==> config.mk <==
export PLATFORM = sky130hd
export DESIGN_NAME = timestamp_deframer
export DESIGN_NICKNAME = d
export VERILOG_FILES = /design/src/rtl/timestamp_deframer.sv
export SDC_FILE = /design/constraint.sdc
export NUM_CORES = 1
export LEC_CHECK = 0
export CAP_MARGIN = 10
export CORE_ASPECT_RATIO = 2
export CORE_UTILIZATION = 56
export CTS_BUF_LIST = sky130_fd_sc_hd__clkbuf_16
export DETAILED_ROUTE_END_ITERATION = 8
export DONT_BUFFER_PORTS = 1
export PLACE_DENSITY = 0.74
export SYNTH_ARGS = -nofsm -noshare
export SYNTH_HDL_FRONTEND = slang
export SYNTH_SLANG_ARGS = --single-unit
==> constraint.sdc <==
create_clock -name clk -period 1.6 [get_ports clk]
set_clock_uncertainty 0.1 [all_clocks]
set_input_delay 0.08 -clock clk [delete_from_list [all_inputs] [get_ports clk]]
set_output_delay 0.08 -clock clk [all_outputs]
set_load 0.005 [all_outputs]
==> src/rtl/timestamp_deframer.sv <==
// Receive-side deframer for the timestamp sync framing: recovers word alignment
// from FF x7 + 00, strips the 00 prefix, drops sync words and emits 48-bit timestamps.
module timestamp_deframer #(
    parameter int unsigned SYNC_TIMEOUT = 0
) (
    input  logic        clk,
    input  logic        reset,
    input  logic        in_valid,
    input  logic [7:0]  in_data,
    output logic        in_ready,
    output logic        out_valid,
    output logic [47:0] out_data,
    input  logic        out_ready,
    output logic        locked,
    output logic        frame_error
);

    localparam int unsigned CTR_W = $clog2(SYNC_TIMEOUT + 1) + 1;
    localparam logic [CTR_W-1:0] CTR_LAST = CTR_W'(SYNC_TIMEOUT > 0 ? SYNC_TIMEOUT - 1 : 0);

    typedef enum logic [0:0] {StHunt, StLocked} state_e;
    typedef enum logic [0:0] {KindData, KindSync} kind_e;

    state_e            state_q, state_d;
    kind_e             kind_q, kind_d;
    logic [2:0]        ff_run_q, ff_run_d;
    logic [2:0]        byte_idx_q, byte_idx_d;
    logic [CTR_W-1:0]  word_ctr_q, word_ctr_d;
    logic [39:0]       asm_q, asm_d;
    logic              out_valid_q, out_valid_d;
    logic [47:0]       out_data_q, out_data_d;
    logic              frame_error_q, frame_error_d;
    logic              accept;
    logic              bad_byte;
    logic              timed_out;

    assign in_ready    = !out_valid_q || out_ready;
    assign accept      = in_valid && in_ready;
    assign out_valid   = out_valid_q;
    assign out_data    = out_data_q;
    assign locked      = (state_q == StLocked);
    assign frame_error = frame_error_q;

    always_comb begin
        state_d       = state_q;
        kind_d        = kind_q;
        ff_run_d      = ff_run_q;
        byte_idx_d    = byte_idx_q;
        word_ctr_d    = word_ctr_q;
        asm_d         = asm_q;
        out_valid_d   = out_valid_q;
        out_data_d    = out_data_q;
        frame_error_d = 1'b0;
        bad_byte      = 1'b0;
        timed_out     = 1'b0;

        if (out_valid_q && out_ready) begin
            out_valid_d = 1'b0;
        end

        if (accept) begin
            unique case (state_q)
                StHunt: begin
                    if (in_data == 8'hFF) begin
                        if (ff_run_q != 3'd7) begin
                            ff_run_d = ff_run_q + 3'd1;
                        end
                    end else if (in_data == 8'h00 && ff_run_q == 3'd7) begin
                        state_d    = StLocked;
                        kind_d     = KindData;
                        byte_idx_d = 3'd1;
                        ff_run_d   = 3'd0;
                        word_ctr_d = '0;
                    end else begin
                        ff_run_d = 3'd0;
                    end
                end
                StLocked: begin
                    byte_idx_d = (byte_idx_q == 3'd6) ? 3'd0 : byte_idx_q + 3'd1;
                    if (byte_idx_q == 3'd0) begin
                        if (in_data == 8'h00) begin
                            kind_d = KindData;
                        end else if (in_data == 8'hFF) begin
                            kind_d     = KindSync;
                            word_ctr_d = '0;
                        end else begin
                            bad_byte = 1'b1;
                        end
                    end else if (kind_q == KindSync) begin
                        if (in_data != 8'hFF) begin
                            bad_byte = 1'b1;
                        end else if (byte_idx_q == 3'd6) begin
                            word_ctr_d = '0;
                        end
                    end else begin
                        asm_d = {asm_q[31:0], in_data};
                        if (byte_idx_q == 3'd6) begin
                            out_valid_d = 1'b1;
                            out_data_d  = {asm_q, in_data};
                            word_ctr_d  = word_ctr_q + CTR_W'(1);
                            // The word that exhausts the budget is still delivered.
                            timed_out   = (SYNC_TIMEOUT > 0) && (word_ctr_q == CTR_LAST);
                        end
                    end
                end
                default: state_d = StHunt;
            endcase
        end

        if (bad_byte || timed_out) begin
            state_d       = StHunt;
            ff_run_d      = 3'd0;
            byte_idx_d    = 3'd0;
            frame_error_d = bad_byte;
        end
    end

    always_ff @(posedge clk) begin
        if (reset) begin
            state_q       <= StHunt;
            kind_q        <= KindData;
            ff_run_q      <= 3'd0;
            byte_idx_q    <= 3'd0;
            word_ctr_q    <= '0;
            asm_q         <= '0;
            out_valid_q   <= 1'b0;
            out_data_q    <= '0;
            frame_error_q <= 1'b0;
        end else begin
            state_q       <= state_d;
            kind_q        <= kind_d;
            ff_run_q      <= ff_run_d;
            byte_idx_q    <= byte_idx_d;
            word_ctr_q    <= word_ctr_d;
            asm_q         <= asm_d;
            out_valid_q   <= out_valid_d;
            out_data_q    <= out_data_d;
            frame_error_q <= frame_error_d;
        end
    end

endmodule

# Yosys cells after proc, flatten, opt, wreduce, memory -nomap -nowiden
# Index checks and enable logic that the tools add are counted.
dict set report word_totals {
  input_bits 12
  out_inout_bits 52
  elab_cells 65
  ff_bits 98
}
dict set report classes {
  eq_ne 10
  addsub 2
  muxes 29
  n_reduce_logical 13
  bitwise 3
}
# cell n
set op_table {}
lappend op_table {{1-bit 2-to-1 mux} 22}
lappend op_table {{3-bit 2-to-1 mux} 5}
lappend op_table {{5-bit AND reduction} 2}
lappend op_table {{8-bit equality test (second input constant)} 1}
lappend op_table {{8-bit logical NOT} 1}
lappend op_table {{8-bit != test (second input constant)} 1}
lappend op_table {{3-bit by 1-bit adder with 3-bit output (second input constant)} 2}
lappend op_table {{3-bit equality test (second input constant)} 2}
lappend op_table {{2-bit != test (second input constant)} 3}
lappend op_table {{3-bit case mux with 2 select lines} 1}
lappend op_table {{3-bit AND reduction} 2}
lappend op_table {{4-bit AND reduction} 1}
lappend op_table {{1-bit logical AND} 3}
lappend op_table {{3-bit logical NOT} 1}
lappend op_table {{3-bit by 1-bit != test with 1-bit output (second input constant)} 1}
lappend op_table {{3-bit != test (second input constant)} 1}
lappend op_table {{1-bit NOT} 3}
lappend op_table {{2-bit by 1-bit != test with 1-bit output (second input constant)} 1}
lappend op_table {{1-bit case mux with 2 select lines} 1}
lappend op_table {{2-bit OR reduction} 1}
lappend op_table {{1-bit logical NOT} 1}
lappend op_table {{1-bit logical OR} 1}

# Longest topological paths before layout
dict set report logic_depth {
  word_depth 7
  mapped_depth 7
  mapped_depth_nobuf 6
}

# Worst setup path before layout
# OpenSTA, ideal clock, no wires.
dict set report synth_timing {
  path_kind {reg-to-reg}
  startpoint {register out_valid_q, in the netlist out_valid}
  endpoint {register out_data_q[18], in the netlist out_data[18]}
  arrival_time_ns 1.292
  t_required_ns 1.368
  n_path_buf 3
  setup_ns 0.132
  synth_period_minus_slack_ns 1.524
  path_slack_ns 0.076
  path_stages_with_launch 8
  path_cell_list {dfxtp_1 -> nand2b_1 -> buf_4 -> nand3_2 -> buf_2 -> buf_2 -> o31ai_1 -> a21oi_1}
}
dict set report synth_between {
  elab_chain_cells 4
}
# item line
set synth_rtl {}
lappend synth_rtl {{from (decl)} 30} ;# logic out_valid_q, out_valid_d;
lappend synth_rtl {{from (signal assigned)} 136} ;# out_valid_q <= out_valid_d;
lappend synth_rtl {{1-bit logical NOT} 37} ;# assign in_ready = !out_valid_q || out_ready;
lappend synth_rtl {{1-bit logical OR} 37}
lappend synth_rtl {{via in_ready} 10} ;# output logic in_ready,
lappend synth_rtl {{1-bit logical AND} 38} ;# assign accept = in_valid && in_ready;
lappend synth_rtl {{5-bit AND reduction (no source line)} -}
lappend synth_rtl {{to (signal assigned)} 137} ;# out_data_q <= out_data_d;
lappend synth_rtl {{to (decl)} 31} ;# logic [47:0] out_data_q, out_data_d;
# The timed path passes the listed nets, and every way through them passes these cells.
# A chain may end at the register's enable or synchronous reset.

# Worst setup path after layout
dict set report layout_timing {
  startpoint {register byte_idx_q[1]}
  endpoint {register out_data_q[13], in the netlist out_data[13]}
}
dict set report layout_between {
  elab_chain_cells 3
  elab_cells_between_ends 4
  cone_classes {eq/ne (1); bitwise (1); reduce/logical (2)}
}
# item line
set layout_rtl {}
lappend layout_rtl {{from (decl)} 27} ;# logic [2:0] byte_idx_q, byte_idx_d;
lappend layout_rtl {{from (signal assigned)} 133} ;# byte_idx_q <= byte_idx_d;
lappend layout_rtl {{3-bit logical NOT} 80} ;# if (byte_idx_q == 3'd0) begin
lappend layout_rtl {{1-bit NOT (no source line)} -}
lappend layout_rtl {{5-bit AND reduction (no source line) (*)} -}
# Mark *: on every way between the ends. The rest lies on a longest branch, timed or not.

==> metrics.md <==
| Metric | Value |
|---|---|
| Synth top cells by count | dfxtp_1, a21oi_1, nand4_1 |
| Met3 WL | between 400 and 500 um |
| Cell internal pwr | approximately 3.7 mW |
| Post-Synth XOR/XNOR Area | 0% |
| Fmax | roughly 630 MHz |
| Area growth, synth to finish | 12.6% |
| Row cnt | 44 |
| Worst-path clk slew | around 0.060 ns |
| Ys async rst share | 0% |
| Fin crit share | 98.5% |
| Met2 wire length | between 5 and 6 mm |
| Sw Ratio | around a fifth |
| Final WL | roughly 11 mm |
| Final setup viols | 0 |
| Final net count | ~470 |
| Worst-Margin Slew | just over 0.5 ns |
| Mapped Area | 4180 um^2 |
| Cell count after synthesis | 480 |
| GP Congestion | around 0.84 |
| Synth cell types | 39 |
| Synth area leader | dfxtp_1 |
| Worst path arrival time | between 1.5 and 2 ns |
| Die area | about 8000 um^2 |
| RSZ-0062 raised after global routing | yes |
| Sequential share of power | a little over half |
| Net Count, Synth | between 400 and 500 |
| Leakage power | 1.40 nW |
| Synthesized flop and latch total | just under 100 |
| Post-synth top area share | approximately 47% |
| I/O Pins | 64 |
| Fin crit period | 1.58 ns |
| Hold_buf cts | 4 |
| Post-DP HPWL | around 6.7 mm |
| Sw power | ~0.9 mW |
| Sink Count | 98 |
| Post-route DRC | 0 |
| Tot Pwr | between 4 and 5 mW |
| Congestion Overflow GR | 0 |
| Pins Over Slew Limit | 0 |
| Gate power share | less than 1% |
| Status | finished, violations left |
| First-pass GRT wire length | around 18 mm |
| Largest family of logic cells by synthesized area | compound AO/OA/AOI/OAI gates |
| Clk network pwr share | a little under half |
| Setup bufs post-CTS | 0 |
| Number of I/O port buffers | 0 |
| Cell area power density | roughly 970 nW/um^2 |
| CTS tree | built |
| Wl on met1 | roughly 4.1 mm |
| Top FF cell, synth | dfxtp_1 |
| Vias in the first global route | between 3000 and 4000 |
| GR Util All Layers | around 28% |
| Antenna diodes | 0 |
| Drt wl/cell | roughly 19 um |
| Effective utilization at floorplan | about 58% |
| Via density | roughly 6.6 |
| Largest net degree at the start of global routing | between 90 and 100 |
| Clk root buf | clkbuf_16 |
| Share of cells above drive strength 1 | about 17% |
| Maximum root-to-sink buffer count | 2 |
| Core footprint | between 7000 and 8000 um^2 |
| Layout Cells excl Fill | roughly 560 |
| Vias | roughly 3700 |
| Final hold vios | between 90 and 100 |
| Crit Path Max Fanout | 67 |
| Initial antenna violation count | 0 |
| Post-synthesis compound-gate area fraction | a little over a quarter |
| Critical Path RT | around 1.7 ns |
| Max-cap violations | 0 |
| Cells after DPL | roughly 540 |
| Fin Hold WS | -0.279 ns |
| WS Path Type | flip-flop to flip-flop |
| Avg Inst Size Synth | just under 9 um^2 |
| Post-synth EDFFs | 0 |
| Failing checks | negative hold slack |
| Reg2reg path depth | 5 |
| Post-synthesis adder-cell area fraction | less than 1% |
| Max VDD drop | roughly 670 uV |
| Most frequent cell after synthesis | dfxtp_1 |
| Die width | 63.1 um |
| Startpoint Class | flip-flop |
| Worst Hold Depth | 1 |
| Drt first pass iters | 4 |
| Top Metal Used | met4 |
| CTS Buf Count | 9 |
| Htree depth | 3 |
| DRT iter0 DRCs | 425 |
| Crit end category | flip-flop |
| Max-slew headroom | 65.9% |
| DRT antenna net count | 0 |
| Syn. warnings | 0 |
| Top post-synthesis cells by area | dfxtp_1, a21oi_1, o31ai_1 |
| Simple-gate share of the synthesized area | 16.7% |
| DIE HEIGHT | about 120 um |
| Worst min path class | input pin to flip-flop |
| Clk_lat worst skew | 0.35 ns |
| Post-synthesis sequential area ratio | between 40% and 50% |
| Mux share of post-synthesis cell area | 0% |
## cell families after synthesis
logic type,Yosys count
compound gates,197
fa+ha+maj,2
buf+inv,66
flops,98
simple gates,117
## cell usage in the layout, fill, tap and decap left out, drive strengths merged, types with 2 or more instances in the layout
| master | netlist | layout |
|---|---|---|
| dfxtp | 98 | 98 |
| a21oi | 95 | 95 |
| nand4 | 51 | 51 |
| o31ai | 49 | 49 |
| nand3 | 46 | 46 |
| o21ai | 44 | 44 |
| buf | 29 | 27 |
| clkbuf | 33 | 9 |
| inv | 4 | 6 |
| dlygate4sd3 | 0 | 4 |
| nor4 | 3 | 3 |
| nor3 | 3 | 3 |
| nor2 | 3 | 3 |
| clkinv | 0 | 3 |
| and3 | 2 | 2 |
| a31oi | 2 | 2 |
| nand4bb | 2 | 2 |
| o311ai | 2 | 2 |
| or3 | 2 | 2 |
| ha | 2 | 2 |
## layer usage
layer  up-vias  GRT usage [%]
met5         -              0
met4         0           17.9
met3        29           4.87
met2        98           48.4
met1      1777           31.1
li1       1787              -
## area by class of cell
class,instances,area [um^2]
Multi-Input combinational cell,316,2000
Tap cell,92,115
Timing Repair Buffer,31,330
Clock buffer,9,225
Inverter,4,15.0
Clock inverter,7,62.6
Sequential cell,98,1960
Fill cell,658,2560
## power groups by stage
stage | Sequential, mW | Combinational (mW) | Clock [mW]
floorplan | 2.49 | 0.0452 | 0
finish | 2.44 | 0.0354 | 2.09
CTS | 2.44 | 0.0329 | 2.11
detailed placement | 2.49 | 0.0216 | 0
global route | 2.44 | 0.0379 | 2.20
global placement | 2.49 | 0.0211 | 0
## repair_timing
action	4_1_cts	5_1_grt
hold endpoints to repair	98	91
gates resized for setup	2	29
setup endpoints to repair	4	29
gates cloned	0	0
pin swaps	0	2
## worst max-delay path: stages, from the launching register on
cell and delay (ns):
dfxtp_1 0.37, nor3_4 0.06, or2_2 0.31, buf_12 0.20, o31ai_2 0.27, a21oi_1 0.10
## registers in the layout, indices dropped and copies added, names as in the netlist
| register | cells |
|---|---|
| frame_error | 1 |
| asm_q | 40 |
| out_valid | 1 |
| kind_q | 1 |
| locked | 1 |
| ff_run_q | 3 |
| byte_idx_q | 3 |
| out_data | 48 |
## path summary, 6_finish.rpt
check / endpoint / slack, ns / start
setup / recovery: out_data[13]$_SDFFE_PP0P_ / 0.02 / byte_idx_q[1]$_SDFFE_PP0P_
hold / removal: out_data[46]$_SDFFE_PP0P_ / -0.28 / reset
hold reg to reg: out_data[43]$_SDFFE_PP0P_ / 0.36 / asm_q[35]$_SDFFE_PP0P_
setup reg to reg: out_data[13]$_SDFFE_PP0P_ / 0.02 / byte_idx_q[1]$_SDFFE_PP0P_
## stage by stage
step	setup WS, ns	hold slack (ns)	utilization (%)	area [um^2]	setup TNS (ns)
2_1_floorplan	0.0757	0.128	-	4180	0
3_3_place_gp	0.0834	0.0602	58.5	4250	0
3_5_place_dp	-0.0451	0.0617	58.5	4250	-0.103
4_1_cts	0.000368	-0.305	63.1	4590	0
5_1_grt	-0.0282	-0.290	64.8	4710	-0.154
6_report	0.0245	-0.279	64.8	4710	0
Power figures use the tool's default switching activity.
